File: src/rtl/mem_sram_if.sv
// mem_sram_if: MEM-stage load/store request bus plus the external 16-bit SRAM pins.
interface mem_sram_if #(parameter int ADDR_W = 18);
  logic              rd_en;
  logic              wr_en;
  logic [31:0]       address;
  logic [31:0]       write_data;
  logic [31:0]       read_data;
  logic              ready;
  logic [ADDR_W-1:0] sram_addr;
  logic [15:0]       sram_dq_out;
  logic              sram_dq_oe;
  logic [15:0]       sram_dq_in;
  logic              sram_we_n;
  modport master (
    output rd_en, wr_en, address, write_data, sram_dq_in,
    input  read_data, ready, sram_addr, sram_dq_out, sram_dq_oe, sram_we_n
  );
  modport slave (
    input  rd_en, wr_en, address, write_data, sram_dq_in,
    output read_data, ready, sram_addr, sram_dq_out, sram_dq_oe, sram_we_n
  );
endinterface

File: src/rtl/mem_sram_ctrl.sv
// mem_sram_ctrl: services 32-bit MEM-stage loads/stores as two half-word accesses
// to an asynchronous 16-bit SRAM, holding ready low while an access is in flight.
module mem_sram_ctrl #(
  parameter int ADDR_W      = 18,
  parameter int WAIT_CYCLES = 1,
  parameter int BASE_ADDR   = 1024
) (
  input logic       clk,
  input logic       rst,
  mem_sram_if.slave bus
);
  localparam int CW = $clog2(WAIT_CYCLES + 1);
  localparam int WW = ADDR_W - 1;
  typedef enum logic [1:0] {IDLE, LO, HI, DONE} state_t;
  state_t            state_q, state_d;
  logic [CW-1:0]     cnt_q, cnt_d;
  logic              wr_q, wr_d;
  logic [WW-1:0]     word_q, word_d;
  logic [31:0]       wdata_q, wdata_d;
  logic [31:0]       rdata_q, rdata_d;
  logic [ADDR_W-1:0] addr_q, addr_d;
  logic [15:0]       dq_q, dq_d;
  logic              oe_q, oe_d;
  logic              we_n_q, we_n_d;
  logic              req, last, capture, active_d;
  assign req  = bus.rd_en | bus.wr_en;
  assign last = cnt_q == CW'(WAIT_CYCLES - 1);
  always_ff @(posedge clk or posedge rst) begin
    if (rst) begin
      state_q <= IDLE;
      cnt_q   <= '0;
      wr_q    <= 1'b0;
      word_q  <= '0;
      wdata_q <= '0;
      rdata_q <= '0;
      addr_q  <= '0;
      dq_q    <= '0;
      oe_q    <= 1'b0;
      we_n_q  <= 1'b1;
    end else begin
      state_q <= state_d;
      cnt_q   <= cnt_d;
      wr_q    <= wr_d;
      word_q  <= word_d;
      wdata_q <= wdata_d;
      rdata_q <= rdata_d;
      addr_q  <= addr_d;
      dq_q    <= dq_d;
      oe_q    <= oe_d;
      we_n_q  <= we_n_d;
    end
  end
  // SRAM pins are computed from the next state so they are registered yet line up with LO/HI
  always_comb begin
    state_d  = state_q == IDLE ? (req ? LO : IDLE) :
               state_q == LO   ? (last ? HI : LO) :
               state_q == HI   ? (last ? DONE : HI) : IDLE;
    cnt_d    = (state_d != state_q || state_q == IDLE) ? '0 : cnt_q + CW'(1);
    capture  = state_q == IDLE && req;
    wr_d     = capture ? bus.wr_en : wr_q;
    word_d   = capture ? WW'((bus.address - 32'(BASE_ADDR)) >> 2) : word_q;
    wdata_d  = capture ? bus.write_data : wdata_q;
    active_d = state_d == LO || state_d == HI;
    addr_d   = active_d ? {word_d, state_d == HI} : addr_q;
    dq_d     = state_d == HI ? wdata_d[31:16] : state_d == LO ? wdata_d[15:0] : dq_q;
    oe_d     = active_d && wr_d;
    we_n_d   = !oe_d;
    rdata_d  = {(state_q == HI && last && !wr_q) ? bus.sram_dq_in : rdata_q[31:16],
                (state_q == LO && last && !wr_q) ? bus.sram_dq_in : rdata_q[15:0]};
  end
  assign bus.ready       = (state_q == IDLE && !req) || state_q == DONE;
  assign bus.read_data   = rdata_q;
  assign bus.sram_addr   = addr_q;
  assign bus.sram_dq_out = dq_q;
  assign bus.sram_dq_oe  = oe_q;
  assign bus.sram_we_n   = we_n_q;
endmodule
File: src/flat_wrapper.sv
// flat-port wrapper written by rule: the top's interface ports become plain ports
module mem_sram_ctrl_flat 
#(
  parameter int ADDR_W      = 18,
  parameter int WAIT_CYCLES = 1,
  parameter int BASE_ADDR   = 1024
)
  (clk, rst, bus_rd_en, bus_wr_en, bus_address, bus_write_data, bus_sram_dq_in, bus_read_data, bus_ready, bus_sram_addr, bus_sram_dq_out, bus_sram_dq_oe, bus_sram_we_n);
  mem_sram_if #(.ADDR_W(ADDR_W)) bus_i ();
  input logic clk;
  input logic rst;
  input wire logic [$bits(bus_i.rd_en)-1:0] bus_rd_en;
  input wire logic [$bits(bus_i.wr_en)-1:0] bus_wr_en;
  input wire logic [$bits(bus_i.address)-1:0] bus_address;
  input wire logic [$bits(bus_i.write_data)-1:0] bus_write_data;
  input wire logic [$bits(bus_i.sram_dq_in)-1:0] bus_sram_dq_in;
  output wire logic [$bits(bus_i.read_data)-1:0] bus_read_data;
  output wire logic [$bits(bus_i.ready)-1:0] bus_ready;
  output wire logic [$bits(bus_i.sram_addr)-1:0] bus_sram_addr;
  output wire logic [$bits(bus_i.sram_dq_out)-1:0] bus_sram_dq_out;
  output wire logic [$bits(bus_i.sram_dq_oe)-1:0] bus_sram_dq_oe;
  output wire logic [$bits(bus_i.sram_we_n)-1:0] bus_sram_we_n;
  assign bus_i.rd_en = bus_rd_en;
  assign bus_i.wr_en = bus_wr_en;
  assign bus_i.address = bus_address;
  assign bus_i.write_data = bus_write_data;
  assign bus_i.sram_dq_in = bus_sram_dq_in;
  assign bus_read_data = bus_i.read_data;
  assign bus_ready = bus_i.ready;
  assign bus_sram_addr = bus_i.sram_addr;
  assign bus_sram_dq_out = bus_i.sram_dq_out;
  assign bus_sram_dq_oe = bus_i.sram_dq_oe;
  assign bus_sram_we_n = bus_i.sram_we_n;
  mem_sram_ctrl #(.ADDR_W(ADDR_W), .WAIT_CYCLES(WAIT_CYCLES), .BASE_ADDR(BASE_ADDR)) u_core (.clk(clk), .rst(rst), .bus(bus_i));
endmodule
File: config.mk
export PLATFORM = sky130hd
export DESIGN_NAME = mem_sram_ctrl_flat
export DESIGN_NICKNAME = d
export VERILOG_FILES = /design/src/rtl/mem_sram_if.sv /design/src/rtl/mem_sram_ctrl.sv /design/src/flat_wrapper.sv
export SDC_FILE = /design/constraint.sdc
export NUM_CORES = 1
export LEC_CHECK = 0
export CAP_MARGIN = 20
export CORE_ASPECT_RATIO = 2
export CORE_MARGIN = 3
export CORE_UTILIZATION = 35
export DETAILED_ROUTE_END_ITERATION = 7
export DONT_BUFFER_PORTS = 1
export GPL_TIMING_DRIVEN = 0
export MAX_ROUTING_LAYER = met4
export SYNTH_ARGS = -nofsm -noshare
export SYNTH_HDL_FRONTEND = slang
export SYNTH_SLANG_ARGS = --single-unit
File: constraint.sdc
create_clock -name clk -period 4.8 [get_ports clk]
set_input_delay 1.2 -clock clk [delete_from_list [all_inputs] [get_ports clk]]
set_output_delay 1.2 -clock clk [all_outputs]
set_load 0.02 [all_outputs]
==> impl_metrics.tcl <==
set metrics [dict create \
    synthDistinctLibCells 36 \
    wirelength_um 13100 \
    preCtsSetupSlack_ns 0.470 \
    die_h_um 178 \
    worst_pin_slew_ns 0.694 \
    drc_errors 0 \
    track_usage_pct 17.3 \
    synth_top_area_cell "dfrtp_1" \
    vias 3516 \
    timing.rr.end "u_core.bus.sram_dq_out[3]" \
    rsz0062_at_grt "false" \
    cts_tree "built" \
    grt_pass1_wl_um 20700 \
    synth.avg_cell_area_um2 11.3 \
    finalSetupViolations 0 \
    drt_first_pass_iters 5 \
    cp-startpoint "bus_wr_en" \
    hold_start "u_core.wdata_q[7]" \
    grt_max_degree 70 \
    critPathSlowestCell "buf_1" \
    finalNetCount 565 \
    setup_slack_ns 0.945 \
    irDropWorstVdd_mv 0.350 \
    via_per_inst 5.14 \
    ys_async_sr_fraction_pct 100 \
    hold_buffers 0 \
    start_kind "input port" \
    antenna_found_initial 0 \
    synth_area_um2 5180 \
    cts_sinks 121 \
    critical_path_required_ns 5.10 \
    synth_top_area_share_pct 58.0 \
    crit_end "u_core.bus.sram_dq_out[3]" \
    period_needed_ns 3.85 \
    core_um2 14400 \
    ant_nets 0 \
    cts_root_buffer "clkbuf_16" \
    grt_pass1_vias 3894 \
    die_w_um 92 \
    drt-initial-drc-count 147 \
    cp_max_fo 10 \
    rows 62 \
    yosysSeqAreaShare_pct 58.5 \
    cts_resized 0 \
    yosysMostFrequentCell "dfrtp_1" \
    area_delta_synth_final_pct 16.8 \
    dpl.hpwl_um 9980 \
    yosys-top-cells-area "dfrtp_1 58%, mux2_2 11%, nand2_1 8.5%, a211oi_1 4.6%, nor2b_1 3.9%" \
    max_stage_delay_ns 0.51 \
    n_antenna_cell 0 \
    final_max_slew_viol_count 0 \
    rr_worst_depth 9 \
    netlist_instances 459 \
    slew_headroom_pct 53.5 \
    clk_pin_slew_ns 0.06 \
    clkLatencyLatePin_ns 0.41 \
    gp_congestion 0.781 \
    p_per_area_nw_per_um2 869 \
    cts_htree_levels 4 \
    maxCapViolCount 0 \
    postCtsSetupBuffers 0 \
    syn_nets 545 \
    layout-drive-gt1-share_pct 20.9 \
    finClkSkew_ns 0.00859 \
    port_buffers 0 \
    synth_warnings 0 \
    yosys-top-cells-count "120 x dfrtp_1, 117 x nand2_1, 52 x mux2_2" \
    fin_crit_sh_pct 80.3 \
    clk_path_buf_depth 2 \
    grt-ovfl-total 0 \
    hold_path_class "reg -> reg" \
    rr_startpoint "u_core.state_q[0]" \
    wl_per_cell_um 19.2 \
    fin_tns_setup_ns 0 \
    hold_viol 0 \
    synth_edf_count 0 \
    status "finished, final reports clean" \
    pin_count 153 \
    r2r_slack_ns 1.40 \
    whs_path_depth 2 \
    ys_seq_elements 121 \
    numCtsBuffers 17 \
    initial_utilization_pct 35.9 \
    die-area_um2 16400 \
    critical_path.endpoint_type "register" \
    p_leak_nw 2.67 \
    max_freq_mhz 259 \
    cp_cell_sequence "nor2_1 > nor3_4 > buf_2 > buf_2 > or2_1 > inv_1 > ha_1 > buf_2 > buf_1 > clkbuf_1 > a211oi_1 > o31ai_1" \
    synth_flop_cell "dfrtp_1" \
    crit_arrival_ns 4.16 \
    cp_common_cell "buf_2" \
    worstSetupPathType "in -> reg" \
]
[worst min path at each step]
| stage | to | slack [ns] |
|---|---|---|
| 2_1_floorplan | u_core.wdata_q[0] | 0.44 |
| 3_3_place_gp | u_core.wdata_q[11] | 0.45 |
| 3_5_place_dp | u_core.wdata_q[6] | 0.45 |
| 4_1_cts | u_core.wdata_q[7] | 0.47 |
| 5_1_grt | u_core.wdata_q[8] | 0.49 |
| 6_report | u_core.wdata_q[7] | 0.47 |
[cell type report]
class | count | area [um2]
Tap cell | 192 | 240
Buffer | 27 | 115
Fill cell | 1417 | 8380
Inverter | 6 | 27.5
Sequential cell | 121 | 3030
Clock inverter | 12 | 150
Timing Repair Buffer | 1 | 27.5
Multi-Input combinational cell | 305 | 2010
Clock buffer | 20 | 447
[sequential cells by signal, summed over array words and instances (netlist names)]
register	flops
u_core.bus.sram_addr	18
u_core.bus.sram_dq_oe	1
u_core.wdata_q	32
u_core.state_q	2
u_core.cnt_q	1
u_core.bus.sram_dq_out	16
u_core.word_q	17
u_core.bus.read_data	32
u_core.wr_q	1
u_core.bus.sram_we_n	1
[logic make-up after synthesis]
kind of cell    after synthesis  share of synthesized area (%)
fa+ha+maj                     2                          0.483
xor+xnor                      4                          0.677
compound gates               68                           9.50
other cells                   1                         0.0724
simple gates                170                           15.1
flops                       121                           58.5
buf+inv                      33                           2.66
mux                          60                           13.0
[layer usage]
metal,track usage (%),wire [um],vias to the layer above
li1,-,-,1612
met1,15.7,4190,1741
met2,33.0,7650,140
met3,4.47,882,23
met4,8.06,401,0
met5,-,0,-
[metrics by stage]
step	total power, mW	utilization (%)	instances	instance area [um2]	hold WS, ns
floorplan	3.47	-	459	5180	0.438
global placement	3.96	37.5	651	5420	0.451
detailed placement	4.04	37.8	652	5450	0.454
CTS	5.34	41.9	684	6050	0.468
global route	5.61	41.9	684	6050	0.489
finish	5.25	41.9	684	6050	0.465
[placed cells by master (no fill, tap or decap), types with 4 or more instances in the layout]
| master | Yosys | layout |
|---|---|---|
| nand2_1 | 117 | 117 |
| buf_2 | 11 | 11 |
| a21oi_1 | 6 | 6 |
| a211oi_1 | 32 | 32 |
| clkbuf_16 | 0 | 17 |
| clkbuf_1 | 15 | 17 |
| inv_1 | 6 | 5 |
| o31ai_1 | 20 | 20 |
| nor2b_1 | 32 | 32 |
| nor2_1 | 6 | 6 |
| clkinv_2 | 0 | 4 |
| dfrtp_1 | 120 | 120 |
| mux2_2 | 52 | 52 |
| mux2_1 | 5 | 5 |
[power by group]
group	switching (mW)	internal [mW]
clock network	0.450	0.827
registers	0.666	1.55
logic	1.02	0.738
total	2.14	3.11
[worst max-delay path: cells and delay by family]
family	cells	cell delay [ns]
buf+inv	6	1.78
simple gates	3	0.59
compound gates	2	0.40
fa+ha+maj	1	0.16
No activity file was read; power rests on OpenSTA's default activity.
